--- src/rtl/alu_seq.sv ---
// Handshaked ALU: single-cycle logic/arith ops plus an iterative shift-add MUL.
// Results and flags are registered and held until the consumer takes them.
module alu_seq #(
  parameter int WIDTH = 32
) (
  input  logic             clk,
  input  logic             reset,
  input  logic             in_valid,
  output logic             in_ready,
  input  logic [WIDTH-1:0] Ai,
  input  logic [WIDTH-1:0] Bi,
  input  logic             Op2,
  input  logic             Op1,
  input  logic             Op0,
  output logic             out_valid,
  input  logic             out_ready,
  output logic [WIDTH-1:0] Ri,
  output logic             Cout,
  output logic             Vout,
  output logic             Z
);

  localparam int CW = $clog2(WIDTH);

  typedef enum logic [1:0] {S_IDLE, S_MUL, S_HOLD} state_e;
  typedef enum logic [2:0] {
    OP_AND = 3'b000, OP_OR  = 3'b001, OP_ADD = 3'b010, OP_MUL = 3'b011,
    OP_XOR = 3'b100, OP_NOR = 3'b101, OP_SUB = 3'b110, OP_SLT = 3'b111
  } op_e;

  state_e             state_q, state_d;
  logic [WIDTH-1:0]   mcand_q, mcand_d;
  logic [WIDTH-1:0]   mplier_q, mplier_d;
  logic [2*WIDTH-1:0] acc_q, acc_d;
  logic [CW-1:0]      cnt_q, cnt_d;
  logic [WIDTH-1:0]   ri_q, ri_d;
  logic               cout_q, cout_d;
  logic               vout_q, vout_d;
  logic               z_q, z_d;
  logic               ovalid_q, ovalid_d;

  op_e                op;
  logic [WIDTH-1:0]   b_eff;
  logic [WIDTH:0]     sum;
  logic               ovf;
  logic [WIDTH-1:0]   alu_r;
  logic               alu_c;
  logic               alu_v;
  logic [2*WIDTH-1:0] acc_next;

  assign in_ready  = (state_q == S_IDLE) && !reset;
  assign out_valid = ovalid_q;
  assign Ri        = ri_q;
  assign Cout      = cout_q;
  assign Vout      = vout_q;
  assign Z         = z_q;

  // Shared adder: ADD uses B, SUB/SLT use ~B with carry-in 1.
  always_comb begin
    op    = op_e'({Op2, Op1, Op0});
    b_eff = (op == OP_ADD) ? Bi : ~Bi;
    sum   = {1'b0, Ai} + {1'b0, b_eff} + {{WIDTH{1'b0}}, (op != OP_ADD)};
    ovf   = (Ai[WIDTH-1] == b_eff[WIDTH-1]) && (sum[WIDTH-1] != Ai[WIDTH-1]);
    alu_r = '0;
    alu_c = 1'b0;
    alu_v = 1'b0;
    case (op)
      OP_AND: alu_r = Ai & Bi;
      OP_OR:  alu_r = Ai | Bi;
      OP_XOR: alu_r = Ai ^ Bi;
      OP_NOR: alu_r = ~(Ai | Bi);
      OP_ADD, OP_SUB: begin
        alu_r = sum[WIDTH-1:0];
        alu_c = sum[WIDTH];
        alu_v = ovf;
      end
      OP_SLT: alu_r = {{(WIDTH-1){1'b0}}, sum[WIDTH-1] ^ ovf};
      default: alu_r = '0;
    endcase
  end

  always_comb begin
    state_d  = state_q;
    mcand_d  = mcand_q;
    mplier_d = mplier_q;
    acc_d    = acc_q;
    cnt_d    = cnt_q;
    ri_d     = ri_q;
    cout_d   = cout_q;
    vout_d   = vout_q;
    z_d      = z_q;
    ovalid_d = ovalid_q;
    acc_next = acc_q + (mplier_q[0] ? ({{WIDTH{1'b0}}, mcand_q} << cnt_q) : '0);
    case (state_q)
      S_IDLE: begin
        if (in_valid && in_ready) begin
          if (op == OP_MUL) begin
            mcand_d  = Ai;
            mplier_d = Bi;
            acc_d    = '0;
            cnt_d    = '0;
            state_d  = S_MUL;
          end else begin
            ri_d     = alu_r;
            cout_d   = alu_c;
            vout_d   = alu_v;
            z_d      = (alu_r == '0);
            ovalid_d = 1'b1;
            state_d  = S_HOLD;
          end
        end
      end
      S_MUL: begin
        acc_d    = acc_next;
        mplier_d = mplier_q >> 1;
        cnt_d    = cnt_q + 1'b1;
        // Last partial product is folded in on the same edge the result is registered.
        if (cnt_q == CW'(WIDTH - 1)) begin
          ri_d     = acc_next[WIDTH-1:0];
          cout_d   = |acc_next[2*WIDTH-1:WIDTH];
          vout_d   = 1'b0;
          z_d      = (acc_next[WIDTH-1:0] == '0);
          ovalid_d = 1'b1;
          state_d  = S_HOLD;
        end
      end
      S_HOLD: begin
        if (out_ready) begin
          ovalid_d = 1'b0;
          state_d  = S_IDLE;
        end
      end
      default: state_d = S_IDLE;
    endcase
  end

  always_ff @(posedge clk) begin
    if (reset) begin
      state_q  <= S_IDLE;
      mcand_q  <= '0;
      mplier_q <= '0;
      acc_q    <= '0;
      cnt_q    <= '0;
      ri_q     <= '0;
      cout_q   <= 1'b0;
      vout_q   <= 1'b0;
      z_q      <= 1'b0;
      ovalid_q <= 1'b0;
    end else begin
      state_q  <= state_d;
      mcand_q  <= mcand_d;
      mplier_q <= mplier_d;
      acc_q    <= acc_d;
      cnt_q    <= cnt_d;
      ri_q     <= ri_d;
      cout_q   <= cout_d;
      vout_q   <= vout_d;
      z_q      <= z_d;
      ovalid_q <= ovalid_d;
    end
  end

endmodule
--- config.mk ---
export PLATFORM = sky130hd
export DESIGN_NAME = alu_seq
export DESIGN_NICKNAME = d
export VERILOG_FILES = /design/src/rtl/alu_seq.sv
export SDC_FILE = /design/constraint.sdc
export NUM_CORES = 1
export LEC_CHECK = 0
export ABC_AREA = 1
export BUFFER_PORTS_ARGS = -buffer_cell sky130_fd_sc_hd__buf_2
export CAP_MARGIN = 20
export CORE_UTILIZATION = 30
export DETAILED_ROUTE_END_ITERATION = 16
export GPL_TIMING_DRIVEN = 0
export HOLD_SLACK_MARGIN = 0.08
export PLACE_DENSITY_LB_ADDON = 0.25
export SYNTH_ARGS = -nofsm -noshare
export SYNTH_HDL_FRONTEND = slang
export SYNTH_SLANG_ARGS = --single-unit
--- constraint.sdc ---
create_clock -name clk -period 4.14 [get_ports clk]
set_input_delay 0.621 -clock clk [delete_from_list [all_inputs] [get_ports clk]]
set_output_delay 0.621 -clock clk [all_outputs]
set_load 0.1 [all_outputs]
==> results.rst, run 1 <==
.. list-table::
   :header-rows: 1

   * - Metric
     - Value
   * - Period minus WS final
     - 4.05 ns
   * - Aggregate global-route resource usage
     - 26.5%
   * - Launch point of the worst hold path
     - Bi[5]
   * - Starting utilization of the core area
     - 30.6%
   * - Fraction of the cycle the final worst path needs
     - 97.7%
   * - Slowest stage cell on the critical path
     - sky130_fd_sc_hd__ha_4
   * - Rel. slew slack
     - 32.5%
   * - Achievable Freq
     - 247 MHz
   * - Fraction of final layout cells with drive strength greater than 1
     - 21.2%
   * - Sequential element share of the synthesized area
     - 18.1%
   * - Die Span Y
     - 253 um
   * - Final core area utilization
     - 39.4%
   * - Register bit total from synthesis
     - 171
   * - Via count of the first global-routing pass
     - 20900
   * - Post-route DRC violation count
     - 0
   * - Final routed wirelength across all metal layers
     - 86700 um
   * - Worst clock skew
     - 0.0195 ns
   * - Via count
     - 22600
   * - Global-route wire length before repair
     - 127000 um
   * - Total number of yosys warnings
     - 0
   * - Kind of capture point of the worst setup path
     - flip-flop
   * - Routability Congestion
     - 1.00
   * - Number of top-level design ports
     - 108
   * - Aggregate global routing overflow
     - 0
   * - Worst slew pin tran
     - 1.01 ns
   * - Layout fillers
     - 6814
   * - Path class of the lowest-slack min-delay path
     - in -> reg
   * - Initial antenna violation count
     - 3
   * - Avg Vias per Cell
     - 5.09
   * - Cell Rows
     - 91
   * - Worst Hold Endpoint
     - mplier_q[5]$_SDFFE_PP0P_
   * - Worst Setup Start Kind
     - flip-flop
   * - Mean post-synth cell area
     - 5.58 um2
   * - Maximum number of pins on one net before global-route repair
     - 18
   * - Cell count of the worst reg-to-reg path
     - 30
   * - Half-perimeter wire length after placement
     - 71200 um
   * - Number of setup violations in the final report
     - 0
   * - Critical Path RT
     - 4.48 ns
   * - Max Cap Violations
     - 0
   * - Count of clock tree sinks
     - 171
   * - Number of H-tree levels
     - 4
   * - Clk slew on worst S/H paths
     - 0.08 ns
   * - Clock insertion delay at the later pin of the skew report
     - 0.50 ns
   * - First-pass iteration count of the detailed router
     - 7
   * - Remaining number of nets flagged by the antenna check after routing
     - 0
   * - CTS tree
     - yes
   * - CTS hold repair buffers
     - 0
   * - Tot Pwr
     - 8520 uW
   * - Commonest cells after routing, fill and taps aside
     - sky130_fd_sc_hd__nand2_1 (1056), sky130_fd_sc_hd__inv_1 (513), sky130_fd_sc_hd__a21oi_1 (175)
   * - Critical Path AT
     - 4.39 ns
   * - Unrepaired setup endpoints after global routing
     - true
   * - PortBufs
     - 106
   * - Number of flops mapped to enable cells by yosys
     - 0
   * - Placement-stage worst setup slack
     - -1.37 ns
   * - Final count of pins violating max slew
     - 0
   * - Final-layout setup total negative slack
     - 0 ns
   * - Category of the most critical setup path
     - reg -> reg
   * - Number of diodes
     - 0
   * - Asr flop ratio synth
     - 0%
   * - Most frequently used flop master after synthesis
     - sky130_fd_sc_hd__dfxtp_1
   * - Flop-to-flop setup slack
     - 0.09 ns
   * - Startpoint of the worst register-to-register path
     - cnt_q[0]$_SDFFE_PP0P_
   * - Min-Delay Path Depth
     - 3
   * - Bufs on Longest Clock Path
     - 2
   * - Average wire per cell in the routed design
     - 19.5 um
   * - PwrDens
     - 348 mW/mm2
   * - Static leakage power
     - 0.0120 uW
   * - Netlist Area Pre-Place
     - 0.0190 mm2
   * - Worst-path maximum fanout
     - 10
   * - CTS Root Cell
     - sky130_fd_sc_hd__clkbuf_16
   * - CP peak stage delay
     - 0.38 ns
   * - Maximum vdd ir drop
     - 0.580 mV
   * - Die area
     - 0.0642 mm2
   * - Final hold violations
     - 0
   * - Leading cell type in the layout, fill and taps excluded
     - sky130_fd_sc_hd__nand2_1
   * - Core area
     - 0.0621 mm2
   * - CP dominant cell by count
     - sky130_fd_sc_hd__nand2_1
   * - Chip width
     - 253 um
   * - Iteration-0 DRC count of the detailed router
     - 1902
   * - Number of buffers created by CTS
     - 17
   * - Crit path setup slack, layout
     - 0.0934 ns
   * - Area grow syn2layout
     - 29.1%
   * - Hold_ws
     - 0.420 ns
   * - Nets
     - 3821
   * - Cell count after synthesis
     - 3397
   * - Run status
     - complete, no violations
   * - Endpoint of the most critical register-to-register path
     - Cout$_SDFFE_PP0P_
   * - Post-synth cell types
     - 52
   * - Syn nets
     - 3631
[cell type report]
class	count	area, um2	share of cell area (%)
Multi-Input combinational cell	2574	15700	64.2
Sequential cell	171	3430	14.0
Inverter	534	2010	8.21
Tap cell	837	1050	4.28
Timing Repair Buffer	172	1040	4.26
Buffer	117	592	2.42
Clock buffer	18	439	1.79
Clock inverter	14	196	0.803
[metrics by stage]
step	cell area [um2]	std cells
after floorplan	19000	3397
after global placement	20500	4340
after detailed placement	20500	4340
after CTS	22500	4406
after global routing	24500	4437
final	24500	4437
[where the power goes]
part	switching, uW	internal, uW
clock network	834	990
registers	268	1950
logic	3490	988
[critical path: cells and delay by family, from the launching register on]
kind | cells | cell delay (ns)
adder cells (fa/ha/maj) | 1 | 0.38
AND/OR/NAND/NOR | 20 | 1.98
buffers and inverters | 5 | 0.56
flip-flops | 1 | 0.37
AO/OA/AOI/OAI | 4 | 0.58
[registers in the layout, summed over array words and instances (netlist names)]
signal     cells
out_valid      1
state_q        2
Cout           1
cnt_q          5
acc_q         64
mplier_q      32
Vout           1
mcand_q       32
Z              1
Ri            32
[cells in the mapped netlist (37+ instances only)]
cell type / number / area (um2)
sky130_fd_sc_hd__a21oi_1: 194 / 971
sky130_fd_sc_hd__clkbuf_1: 87 / 327
sky130_fd_sc_hd__o21ai_0: 223 / 1120
sky130_fd_sc_hd__xor2_1: 47 / 412
sky130_fd_sc_hd__inv_1: 525 / 1970
sky130_fd_sc_hd__ha_1: 161 / 2010
sky130_fd_sc_hd__nand3_1: 188 / 941
sky130_fd_sc_hd__a31oi_1: 68 / 425
sky130_fd_sc_hd__nand4_1: 37 / 231
sky130_fd_sc_hd__nand2_1: 1202 / 4510
sky130_fd_sc_hd__dfxtp_1: 171 / 3420
sky130_fd_sc_hd__nor2_1: 254 / 953
[how the worst max path moves through the flow]
stage	start	end	slack (ns)
2_1_floorplan	reset	acc_q[10]$_SDFFE_PP0P_	0.66
5_1_grt	cnt_q[0]$_SDFFE_PP0P_	Cout$_SDFFE_PP0P_	-0.08
3_3_place_gp	cnt_q[1]$_SDFFE_PP0P_	Cout$_SDFFE_PP0P_	-1.40
6_report	cnt_q[0]$_SDFFE_PP0P_	Cout$_SDFFE_PP0P_	0.09
3_5_place_dp	cnt_q[1]$_SDFFE_PP0P_	Cout$_SDFFE_PP0P_	-1.37
4_1_cts	cnt_q[0]$_SDFFE_PP0P_	Cout$_SDFFE_PP0P_	0.001
[kinds of logic (layout without fill, tap and decap cells)]
kind of cell / count (synthesis) / after routing / share of synthesized area [%]
AO/OA/AOI/OAI: 576 / 576 / 16.8
flip-flops: 171 / 171 / 18.1
multiplexers: 5 / 5 / 0.264
adder cells (fa/ha/maj): 163 / 163 / 10.8
XOR/XNOR: 63 / 63 / 2.91
AND/OR/NAND/NOR: 1767 / 1767 / 37.9
buffers and inverters: 652 / 855 / 13.2
[per-layer routing]
metal / GRT usage (%) / up-vias / part of all wire (%)
met5: 0 / - / 0.015
met4: 11.9 / 2 / 4.7
met3: 3.25 / 155 / 4.8
met2: 43.9 / 668 / 46
met1: 34.3 / 10500 / 45
li1: - / 11200 / -
[timing repair]
item	CTS	global route
setup endpoints to repair	74	2
setup buffers	35	31
resized for setup	321	424
pin swaps	59	98
(Power assumes the default switching activity.)
==> inputs of run 2 (changes only) <==
==> constraint.sdc (replaced) <==
create_clock -name clk -period 4.14 [get_ports clk]
set_input_delay 0.207 -clock clk [delete_from_list [all_inputs] [get_ports clk]]
set_output_delay 0.207 -clock clk [all_outputs]
set_load 0.1 [all_outputs]
==> run 2 against run 1 <==
Compared with the run above: clock power barely moved; non-clock buffer count rose by 43; utilization rose by 0.69 points; global-route usage rose by 0.15 points; critical path depth did not move; largest cell class unchanged; clock-buffer cell count did not move; worst hold slack got worse by 0.31 ns.
==> results.rst, run 2 (synthesis gave the netlist of run 1 again) <==
.. list-table::
   :header-rows: 1

   * - Metric
     - Value
   * - Run status
     - complete, no violations
   * - Worst slew pin tran
     - 1.03 ns
   * - Tot Pwr
     - 8560 uW
   * - Slowest stage cell on the critical path
     - sky130_fd_sc_hd__dfxtp_4
   * - PwrDens
     - 344 mW/mm2
   * - Initial antenna violation count
     - 3
   * - Final count of pins violating max slew
     - 0
   * - Final routed wirelength across all metal layers
     - 87200 um
   * - Via count of the first global-routing pass
     - 21100
   * - Period minus WS final
     - 4.05 ns
   * - Fraction of the cycle the final worst path needs
     - 97.7%
   * - Worst Setup Start Kind
     - flip-flop
   * - Area grow syn2layout
     - 31.3%
   * - Achievable Freq
     - 247 MHz
   * - CP dominant cell by count
     - sky130_fd_sc_hd__nand2_1
   * - Top register by number of flip-flops
     - acc_q
   * - Aggregate global-route resource usage
     - 26.7%
   * - Final cell count without fillers
     - 4480
   * - Placed Area
     - 0.0205 mm2
   * - Iteration-0 DRC count of the detailed router
     - 2022
   * - Critical Path AT
     - 4.38 ns
   * - Post-route DRC violation count
     - 0
   * - Die Span Y
     - 253 um
   * - Critical Path RT
     - 4.48 ns
   * - Seq. cell area
     - 0.00343 mm2
   * - DP Cell Count
     - 4340
   * - Starting utilization of the core area
     - 30.6%
   * - Clk slew on worst S/H paths
     - 0.08 ns
   * - CTS Root Cell
     - sky130_fd_sc_hd__clkbuf_16
   * - Maximum number of pins on one net before global-route repair
     - 18
   * - Kind of capture point of the worst setup path
     - flip-flop
   * - Leading cell type in the layout, fill and taps excluded
     - sky130_fd_sc_hd__nand2_1
   * - Max Cap Violations
     - 0
   * - Number of setup violations in the final report
     - 0
   * - Via count
     - 22800
   * - CTS tree
     - yes
   * - Worst-path maximum fanout
     - 10
   * - Final hold violations
     - 0
   * - Number of H-tree levels
     - 4
   * - First-pass iteration count of the detailed router
     - 6
   * - Avg Vias per Cell
     - 5.09
   * - Maximum vdd ir drop
     - 0.582 mV
   * - Unrepaired setup endpoints after global routing
     - true
   * - Bufs on Longest Clock Path
     - 2
   * - CP peak stage delay
     - 0.37 ns
   * - Die area
     - 0.0642 mm2
   * - Category of the most critical setup path
     - reg -> reg
   * - Clock insertion delay at the later pin of the skew report
     - 0.50 ns
   * - Global-route wire length before repair
     - 127000 um
   * - Core area
     - 0.0621 mm2
   * - Post-layout instance area
     - 0.0249 mm2
   * - Worst clock skew
     - 0.0173 ns
   * - Layout fillers
     - 6785
   * - Commonest cells after routing, fill and taps aside
     - sky130_fd_sc_hd__nand2_1 (1056), sky130_fd_sc_hd__inv_1 (513), sky130_fd_sc_hd__a21oi_1 (175)
   * - Nets
     - 3864
   * - Count of clock tree sinks
     - 171
   * - Area of the multi-input gates
     - 0.0157 mm2
   * - Half-perimeter wire length after placement
     - 71200 um
   * - PortBufs
     - 106
   * - Number of buffers created by CTS
     - 17
   * - Cell Rows
     - 91
   * - Average wire per cell in the routed design
     - 19.5 um
   * - Number of top-level design ports
     - 108
   * - Rel. slew slack
     - 31.5%
   * - Remaining number of nets flagged by the antenna check after routing
     - 0
   * - Chip width
     - 253 um
   * - Static leakage power
     - 0.0122 uW
   * - Aggregate global routing overflow
     - 0
   * - Path class of the lowest-slack min-delay path
     - in -> reg
   * - Fraction of final layout cells with drive strength greater than 1
     - 20.9%
   * - Flip-flop count of the largest register, all copies and words added
     - 64
   * - Routability Congestion
     - 1.00
   * - Number of diodes
     - 0
run 2: changes by cell type in the layout (fill, tap and decap cells not counted):
cell | before | now
sky130_fd_sc_hd__dlygate4sd3_1 | 0 | 43
run 2: critical path, delay by kind of cell, from the launching register on:
kind                     cells  cell delay, ns
adder cells (fa/ha/maj)      1            0.37
AO/OA/AOI/OAI                4            0.57
flip-flops                   1            0.37
buffers and inverters        5            0.56
AND/OR/NAND/NOR             20            2.00
run 2: power by group:
part / internal [uW] / total [uW] / switching [uW]
logic: 1010 / 4510 / 3500
clock network: 990 / 1820 / 834
registers: 1950 / 2220 / 269
run 2: repair_timing:
action / in CTS / in global routing
endpoints found under the hold margin: 43 / 0
setup endpoints to repair: 74 / 2
buffers inserted: 35 / 31
hold buffers: 43 / 0
pin swaps: 59 / 98
gates resized for setup: 321 / 424
run 2: metal layers:
layer	vias to the layer above	part of all wire (%)	track usage, %
met3	158	4.8	3.25
met4	2	4.8	12.1
li1	11300	-	-
met2	711	46	44.4
met5	-	0.015	0
met1	10600	44	34.3
run 2: per-stage QoR:
stage	worst slack, ns	hold slack, ns	TNS [ns]	util (%)
global route	-0.0807	0.0904	-0.0807	40.1
floorplan	0.746	0.356	0	-
global placement	-1.40	0.457	-21.50	33.1
detailed placement	-1.37	0.460	-20.20	33.1
finish	0.0938	0.109	0	40.1
CTS	0.00101	0.0834	0	36.9
run 2: cell type report:
class                      count  area share [%]
buffer                       117            2.38
multi-input combinational   2574            63.1
inverter                     534            8.07
sequential                   171            13.8
timing repair buffer         215            5.91
clock buffer                  18            1.76
clock inverter                14           0.789
tap                          837            4.21
run 2: final timing paths:
path                                             from                 endpoint  slack [ns]  cells past startpoint
worst max-delay path            cnt_q[0]$_SDFFE_PP0P_        Cout$_SDFFE_PP0P_        0.09                     30
worst min-delay path                            Ai[0]  mcand_q[0]$_SDFFE_PP0P_        0.11                      3
worst max register to register  cnt_q[0]$_SDFFE_PP0P_        Cout$_SDFFE_PP0P_        0.09                     30
worst min register to register  acc_q[0]$_SDFFE_PP0P_    acc_q[0]$_SDFFE_PP0P_        0.48                      2
==> inputs of run 3 (changes only) <==
- clock period: 4.14 -> 4.7 ns (I/O delays scaled with it)
==> run 3 against run 2 <==
Compared with the run above: critical path depth decreased by 4; die area did not move; clock-buffer cell count did not move; clock power shrank 12%; setup slack better by 0.11 ns; global-route usage down 0.29 points; critical path type unchanged; cell count fell by 1.1%; maximum frequency shrank 10%; clock skew is 0.0021 ns higher.
==> results.rst, run 3 (synthesis gave the netlist of run 1 again) <==
.. list-table::
   :header-rows: 1

   * - Metric
     - Value
   * - Via count
     - 22400
   * - Startpoint of the worst register-to-register path
     - cnt_q[1]$_SDFFE_PP0P_
   * - Maximum number of pins on one net before global-route repair
     - 18
   * - Worst slew pin tran
     - 1.00 ns
   * - Max Cap Violations
     - 0
   * - Worst Hold Endpoint
     - mplier_q[13]$_SDFFE_PP0P_
   * - Average wire per cell in the routed design
     - 19.3 um
   * - Starting utilization of the core area
     - 30.6%
   * - Path class of the lowest-slack min-delay path
     - in -> reg
   * - Flip-flop count of the largest register, all copies and words added
     - 64
   * - Number of H-tree levels
     - 4
   * - Via count of the first global-routing pass
     - 20700
   * - Launch point of the worst hold path
     - Bi[13]
   * - Rel. slew slack
     - 33.3%
   * - Number of buffers created by CTS
     - 17
   * - Cell Rows
     - 91
   * - Hold_ws
     - 0.113 ns
   * - Commonest cells after routing, fill and taps aside
     - sky130_fd_sc_hd__nand2_1 (1172), sky130_fd_sc_hd__inv_1 (524), sky130_fd_sc_hd__nor2_1 (219)
   * - Post-route DRC violation count
     - 0
   * - Static leakage power
     - 0.0113 uW
   * - Global-route wire length before repair
     - 126000 um
   * - Kind of capture point of the worst setup path
     - flip-flop
   * - Final routed wirelength across all metal layers
     - 85400 um
   * - Crit path setup slack, layout
     - 0.202 ns
   * - Routability Congestion
     - 1.00
   * - CP delay by family, top
     - simple AND/OR/NAND/NOR gates
   * - Count of clock tree sinks
     - 171
   * - PwrDens
     - 326 mW/mm2
   * - Bufs on Longest Clock Path
     - 2
   * - Number of top-level design ports
     - 108
   * - Final count of pins violating max slew
     - 0
   * - Worst clock skew
     - 0.0194 ns
   * - CP dominant cell by count
     - sky130_fd_sc_hd__nand2_1
   * - Initial antenna violation count
     - 2
   * - Fraction of final layout cells with drive strength greater than 1
     - 11.6%
   * - Layout fillers
     - 7063
   * - Area of the multi-input gates
     - 0.0138 mm2
   * - CP peak stage delay
     - 0.42 ns
   * - Worst-path maximum fanout
     - 10
   * - Run status
     - complete, no violations
   * - Placement-stage worst setup slack
     - -0.809 ns
   * - PortBufs
     - 106
   * - Critical Path RT
     - 5.04 ns
   * - Nets
     - 3814
   * - Worst Setup Start Kind
     - flip-flop
   * - Area grow syn2layout
     - 18.9%
   * - CTS Root Cell
     - sky130_fd_sc_hd__clkbuf_16
   * - Slowest stage cell on the critical path
     - sky130_fd_sc_hd__dfxtp_2
   * - Achievable Freq
     - 222 MHz
   * - Flop-to-flop setup slack
     - 0.20 ns
   * - CTS tree
     - yes
   * - Aggregate global-route resource usage
     - 26.4%
   * - Leading cell type in the layout, fill and taps excluded
     - sky130_fd_sc_hd__nand2_1
   * - DP Cell Count
     - 4340
   * - Remaining number of nets flagged by the antenna check after routing
     - 0
   * - Avg Vias per Cell
     - 5.06
   * - Fraction of the cycle the final worst path needs
     - 95.7%
   * - Die area
     - 0.0642 mm2
   * - Clk slew on worst S/H paths
     - 0.08 ns
   * - Half-perimeter wire length after placement
     - 71200 um
   * - Iteration-0 DRC count of the detailed router
     - 1850
   * - Final core area utilization
     - 36.3%
   * - Maximum vdd ir drop
     - 0.513 mV
   * - Top register by number of flip-flops
     - acc_q
   * - Number of setup violations in the final report
     - 0
   * - Core area
     - 0.0621 mm2
   * - Endpoint of the most critical register-to-register path
     - Cout$_SDFFE_PP0P_
   * - Final cell count without fillers
     - 4430
   * - Final hold violations
     - 0
   * - Final-layout setup total negative slack
     - 0 ns
   * - Aggregate global routing overflow
     - 0
   * - Critical Path AT
     - 4.84 ns
   * - First-pass iteration count of the detailed router
     - 8
   * - Number of diodes
     - 0
   * - Min-Delay Path Depth
     - 3
   * - Chip width
     - 253 um
   * - Seq. cell area
     - 0.00343 mm2
   * - Worst Path Buf+Inv
     - 2
   * - Category of the most critical setup path
     - reg -> reg
   * - Period minus WS final
     - 4.50 ns
   * - Die Span Y
     - 253 um
   * - Clock insertion delay at the later pin of the skew report
     - 0.50 ns
   * - Cell count of the worst reg-to-reg path
     - 26
==> run 3: layout make-up <==
type                       instances  share of cell area, %
buffer                           117                   2.30
inverter                         534                   8.89
clock inverter                    14                  0.871
clock buffer                      18                   1.95
timing repair buffer             165                   4.75
multi-input combinational       2574                   61.4
sequential                       171                   15.2
tap                              837                   4.64
==> run 3: worst max-delay path by stage <==
stage               slack, ns  depth (start not counted)                     start                 to
global placement        -0.84                         26     cnt_q[1]$_SDFFE_PP0P_  Cout$_SDFFE_PP0P_
detailed placement      -0.81                         28     cnt_q[1]$_SDFFE_PP0P_  Cout$_SDFFE_PP0P_
floorplan                1.31                         27     cnt_q[0]$_SDFFE_PP0P_  Cout$_SDFFE_PP0P_
CTS                     0.008                         29     cnt_q[0]$_SDFFE_PP0P_  Cout$_SDFFE_PP0P_
global route            -0.04                         24  mplier_q[0]$_SDFFE_PP0P_  Cout$_SDFFE_PP0P_
finish                   0.20                         26     cnt_q[1]$_SDFFE_PP0P_  Cout$_SDFFE_PP0P_
==> run 3: what timing repair did <==
| item | CTS | global route |
|---|---|---|
| buffers inserted | 5 | 15 |
| pin swaps | 8 | 31 |
| gates resized for setup | 86 | 187 |
| hold buffers | 39 | 0 |
| hold endpoints to repair | 39 | 0 |
| endpoints found under the setup margin | 6 | 2 |
==> run 3: power breakdown <==
group / internal (uW) / switching (uW) / leakage, uW
clock network: 872 / 736 / 0.000311
logic: 800 / 2990 / 0.00957
registers: 1720 / 232 / 0.00139
total: 3390 / 3950 / 0.0113
==> run 3: per-stage QoR <==
step	area (um2)	total power, uW
floorplan	19000	4470
global placement	20500	5580
detailed placement	20500	5580
CTS	21800	7250
global route	22600	7670
finish	22600	7340
==> run 3: worst min-delay path: cells and delay by family <==
| kind | cells | cell delay [ns] |
|---|---|---|
| compound gates | 1 | 0.08 |
| buf+inv | 1 | 0.16 |
| simple gates | 1 | 0.08 |
==> run 3: per-layer routing <==
metal	GRT usage [%]	routed length, um
met5	0	13
met4	10.4	3170
met3	3.32	4540
met2	44.4	39600
met1	34.0	38100
